**src/rtl/register_file.sv**
```systemverilog
// -----------------------------------------------------------------------------
// register_file
//
// Architectural register file with rename state for an out-of-order core.
// Each of the 32 entries holds a value, a busy bit and the ROB tag of the
// youngest in-flight producer. x0 is hardwired: never busy and always reads 0.
//
// Parameters
//   XLEN       data width
//   ROB_IDX_W  reorder-buffer tag width
//
// Ports
//   clk                 clock, all state updates on the rising edge
//   rst                 asynchronous reset, active low (clears all state)
//   rdy                 global enable; when low, all state holds
//   flush               clears every busy bit; values are kept
//   issue_valid/_rd/_rob_index   rename of a destination at issue
//   issue_rs1/_rs2      source selects for the two combinational read ports
//   rs1_/rs2_busy, _tag, _value  read results (value is 0 while busy)
//   commit_valid/_index/_rd/_value  reorder-buffer write-back
//
// Optional feature
//   RF_BYPASS_EN  when defined, a same-cycle commit whose index matches the
//                 tag of a busy source is forwarded to that read port.
//                 When undefined, read ports show registered state only.
// -----------------------------------------------------------------------------
module register_file #(
  parameter int XLEN      = 32,
  parameter int ROB_IDX_W = 6
) (
  input  logic                 clk,
  input  logic                 rst,
  input  logic                 rdy,
  input  logic                 flush,
  input  logic                 issue_valid,
  input  logic [4:0]           issue_rd,
  input  logic [ROB_IDX_W-1:0] issue_rob_index,
  input  logic [4:0]           issue_rs1,
  input  logic [4:0]           issue_rs2,
  output logic                 rs1_busy,
  output logic                 rs2_busy,
  output logic [ROB_IDX_W-1:0] rs1_tag,
  output logic [ROB_IDX_W-1:0] rs2_tag,
  output logic [XLEN-1:0]      rs1_value,
  output logic [XLEN-1:0]      rs2_value,
  input  logic                 commit_valid,
  input  logic [ROB_IDX_W-1:0] commit_index,
  input  logic [4:0]           commit_rd,
  input  logic [XLEN-1:0]      commit_value
);

  typedef struct packed {
    logic                 busy;
    logic [ROB_IDX_W-1:0] tag;
    logic [XLEN-1:0]      value;
  } rd_t;

  logic [XLEN-1:0]      value_q [32];
  logic [XLEN-1:0]      value_d [32];
  logic                 busy_q  [32];
  logic                 busy_d  [32];
  logic [ROB_IDX_W-1:0] tag_q   [32];
  logic [ROB_IDX_W-1:0] tag_d   [32];

  // Next-state. Entry 0 is never updated, so it stays at its reset value of
  // zero. Priority for the busy/tag pair: flush, then rename, then the
  // tag-matched commit release; a commit whose index no longer matches the
  // stored tag belongs to an older rename and must not release the entry.
  always_comb begin
    for (int i = 0; i < 32; i++) begin
      value_d[i] = value_q[i];
      busy_d[i]  = busy_q[i];
      tag_d[i]   = tag_q[i];
      if (rdy && (i != 0)) begin
        if (commit_valid && (commit_rd == 5'(i))) begin
          value_d[i] = commit_value;
        end
        if (flush) begin
          busy_d[i] = 1'b0;
        end else if (issue_valid && (issue_rd == 5'(i))) begin
          busy_d[i] = 1'b1;
          tag_d[i]  = issue_rob_index;
        end else if (commit_valid && (commit_rd == 5'(i)) &&
                     (tag_q[i] == commit_index)) begin
          busy_d[i] = 1'b0;
        end
      end
    end
  end

  always_ff @(posedge clk or negedge rst) begin
    if (!rst) begin
      for (int i = 0; i < 32; i++) begin
        value_q[i] <= '0;
        busy_q[i]  <= 1'b0;
        tag_q[i]   <= '0;
      end
    end else begin
      for (int i = 0; i < 32; i++) begin
        value_q[i] <= value_d[i];
        busy_q[i]  <= busy_d[i];
        tag_q[i]   <= tag_d[i];
      end
    end
  end

  // Combinational read of pre-edge state. A busy entry reads as value 0.
  function automatic rd_t read_port(input logic [4:0] sel);
    rd_t r;
    r.busy  = busy_q[sel];
    r.tag   = tag_q[sel];
    r.value = busy_q[sel] ? '0 : value_q[sel];
`ifdef RF_BYPASS_EN
    if (busy_q[sel] && commit_valid && (commit_index == tag_q[sel])) begin
      r.busy  = 1'b0;
      r.value = commit_value;
    end
`endif
    return r;
  endfunction

  rd_t rd1, rd2;

  always_comb begin
    rd1 = read_port(issue_rs1);
    rd2 = read_port(issue_rs2);
  end

  assign rs1_busy  = rd1.busy;
  assign rs1_tag   = rd1.tag;
  assign rs1_value = rd1.value;
  assign rs2_busy  = rd2.busy;
  assign rs2_tag   = rd2.tag;
  assign rs2_value = rd2.value;

endmodule

```
**config.mk**
```make
export PLATFORM = sky130hd
export DESIGN_NAME = register_file
export DESIGN_NICKNAME = d
export VERILOG_FILES = /design/src/rtl/register_file.sv
export SDC_FILE = /design/constraint.sdc
export NUM_CORES = 2
export LEC_CHECK = 0
export CAP_MARGIN = 20
export CORE_MARGIN = 2
export CORE_UTILIZATION = 40
export CTS_CLUSTER_DIAMETER = 120
export CTS_CLUSTER_SIZE = 20
export DETAILED_ROUTE_END_ITERATION = 10
export PLACE_DENSITY = 0.6
export SLEW_MARGIN = 20
export SYNTH_ARGS = -nofsm -noshare
export SYNTH_HDL_FRONTEND = slang
export SYNTH_SLANG_ARGS = --single-unit
```
**constraint.sdc**
```tcl
create_clock -name clk -period 3.7 [get_ports clk]
set_input_delay 0.925 -clock clk [delete_from_list [all_inputs] [get_ports clk]]
set_output_delay 0.925 -clock clk [all_outputs]
set_load 0.02 [all_outputs]
```
==> flow_metrics.env <==
export IMPL_r2r_setup_slack_ps=1990
export IMPL_setup_ws_ps=-329
export IMPL_fp_dieArea_mm2=0.172
export IMPL_power_density_mw_per_mm2=401
export IMPL_final_core_util=0.478
export IMPL_synth_compound_area_share=0.0258
export IMPL_final_common_cell="mux2_2"
export IMPL_ys_warn_count=0
export IMPL_drtPass1Iterations=7
export IMPL_vias=43800
export IMPL_clock_latency_ps=730
export IMPL_drt_wirelength_per_cell_um=32.0
export IMPL_violations="setup timing"
export IMPL_clockBufferDepth=3
export IMPL_hold_class="input pin to asynchronous set/reset pin"
export IMPL_dp_cells=6813
export IMPL_yosys_register_bits=1209
export IMPL_tns_ps=-17710
export IMPL_synth_edf_count=0
export IMPL_tightest_slew_ps=1120
export IMPL_fillers=14500
export IMPL_place_congestion=0.862
export IMPL_clock_skew_ps=41.3
export IMPL_crit_reg2reg_launch="tag_q[114]$_DFFE_PN0P_"
export IMPL_crit_path_end_kind="primary output"
export IMPL_detail_route_vias_per_cell=6.25
export IMPL_grt_util_all_layers=0.260
export IMPL_drc=0
export IMPL_worst_path_max_delay_cell="mux4_2"
export IMPL_synth_simple_gate_area_frac=0.0296
export IMPL_cts_tree="built"
export IMPL_syn_nets=4574
export IMPL_finalSetupViolations=77
export IMPL_register_area_mm2=0.0303
export IMPL_cp_cell_sequence="buf_16, buf_4, buf_4, mux4_2, mux2i_2, nor3b_2, nor4_4, buf_12, buf_6, buf_6, nor2b_4, buf_6"
export IMPL_wl_um=224000
export IMPL_start_kind="input pin"
export IMPL_core_mm2=0.167
export IMPL_yosysUniqueCellTypes=48
export IMPL_finalHoldViolations=0
export IMPL_grt_max_degree=94
export IMPL_h_tree_depth=3
export IMPL_synth_top_family_by_area="multiplexers"
export IMPL_relSlewSlack=0.254
export IMPL_max_clock_freq_ghz=0.248
export IMPL_rows=150
export IMPL_power_total_mw=32.0
export IMPL_synth_flop_cell="dfrtp_1"
export IMPL_dpl_cell_area_mm2=0.0752
export IMPL_multi_input_area_mm2=0.0362
export IMPL_syn_inst=4504
export IMPL_yosys_area_share_xor_xnor=0.0242
export IMPL_final_cell_area_mm2=0.0800
export IMPL_path_class="input pin to primary output"
export IMPL_cts_buffers=71
export IMPL_critPathRequiredTime_ps=2770
export IMPL_clk_pin_slew_worst_paths_ps=90
export IMPL_synth_seq_area_share=0.449
export IMPL_pre_cts_slack_ps=-995
export IMPL_rsz0062_at_grt="true"
export IMPL_avgSynthCellArea_um2=15.0
export IMPL_async_reset_ff_frac=1.00
export IMPL_antenna_found_initial=10
export IMPL_layout_drive_gt1_share=0.584
export IMPL_grt_ovfl_total=0
export IMPL_max_stage_delay_ps=430
export IMPL_power_leakage_nw=35.6
export IMPL_hold_ws_ps=174
export IMPL_reg2reg_depth=5
export IMPL_drt_first_iter_violations=3644
export IMPL_path_max_fanout=7
export IMPL_fin_cells=7007
export IMPL_portBuffers=147
export IMPL_cts_sinks=1209
export IMPL_start_util=0.403
export IMPL_layout_common_cells="mux2_2 (1277), dfrtp_1 (1209), mux4_2 (634)"
export IMPL_post_route_period_util=1.09
export IMPL_synthMuxAreaShare=0.443
export IMPL_max_cap_violations=0
export IMPL_die_width_um=415
export IMPL_grt_first_pass_wirelength_um=328000
export IMPL_min_period_ps=4030
export IMPL_syn_area_mm2=0.0674
export IMPL_dp_hpwl_um=140000
export IMPL_peakVddDrop_v=0.000366
export IMPL_io_pins=148
export IMPL_regToRegEndpoint="busy_q[19]$_DFFE_PN0P_"
export IMPL_layout_nets=4862
export IMPL_critPathMostFrequentCell="buf_6"
export IMPL_arrival_ps=3100
export IMPL_cts_root_buf="clkbuf_16"
export IMPL_grt_pass1_vias=45400
export IMPL_synthAdderAreaFrac=0
export IMPL_slew_viol_final=0
export IMPL_status="finished with violations"
export IMPL_die_y_um=415
export IMPL_syn_to_final_growth_pct=18.6
export IMPL_final_antenna_net_count=0
cell type report:
class,instances,share of cell area
Antenna cell,4,0.000125
Timing Repair Buffer,693,0.111
Tap cell,2204,0.0345
Inverter,4,0.000266
Multi-Input combinational cell,2813,0.452
Sequential cell,1209,0.378
Clock buffer,73,0.0228
Clock inverter,7,0.00133
worst max-delay path, delay by kind of cell:
| family | cells | cell delay [ps] |
|---|---|---|
| buffers and inverters | 7 | 920 |
| multiplexers | 2 | 620 |
| AND/OR/NAND/NOR | 3 | 610 |
what timing repair did:
| action | 4_1_cts | 5_1_grt |
|---|---|---|
| setup buffers | 75 | 35 |
| endpoints found under the setup margin | 78 | 78 |
| gates resized for setup | 640 | 86 |
| pin swaps | 24 | 19 |
| hold buffers | 0 | 0 |
| cloned | 29 | 4 |
how the worst max path moves through the flow:
stage / startpoint / end / slack, ps / depth (start not counted)
floorplan: issue_rs2[0] / rs2_value[10] / -20 / 7
global placement: issue_rs1[0] / rs1_value[6] / -1080 / 9
detailed placement: issue_rs1[0] / rs1_value[6] / -990 / 9
CTS: busy_q[16]$_DFFE_PN0P_ / rs1_value[24] / -420 / 10
global route: busy_q[24]$_DFFE_PN0P_ / rs2_value[28] / -410 / 10
finish: issue_rs2[0] / rs2_value[28] / -330 / 12
flip-flops by register name, summed over array words and instances, names as in the netlist:
name,count
value_q,992
tag_q,186
busy_q,31
power breakdown:
group | leakage [nW] | internal, mW | total [mW] | switching (mW)
sequential | 16.1 | 14.8 | 16.1 | 1.27
clock | 0.945 | 3.63 | 8.30 | 4.67
combinational | 18.5 | 4.51 | 7.65 | 3.14
total | 35.6 | 23.0 | 32.0 | 9.08
routing by layer:
metal,vias to the layer above,track usage,part of all wire
met5,-,0,0
met2,1604,0.429,0.49
met3,379,0.0356,0.059
met1,23900,0.353,0.41
li1,17900,-,-
met4,0,0.0894,0.036
cell families after synthesis:
logic type      after synthesis
mux                        2029
flops                      1209
buf+inv                     482
simple gates                377
compound gates              221
xor+xnor                    186
synth_stat cells, types with 37 or more instances:
master	number	area (um2)
clkbuf_1	255	957
buf_2	85	425
nand4_1	37	231
mux2_2	1289	14500
xnor2_1	154	1350
buf_1	127	477
mux4_2	634	14300
nor2_1	52	195
nand2_1	109	409
nor2b_1	74	463
a22o_1	59	517
dfrtp_1	1209	30300
mux2i_1	102	1020
Note: power is estimated with default switching activity, not from simulation.
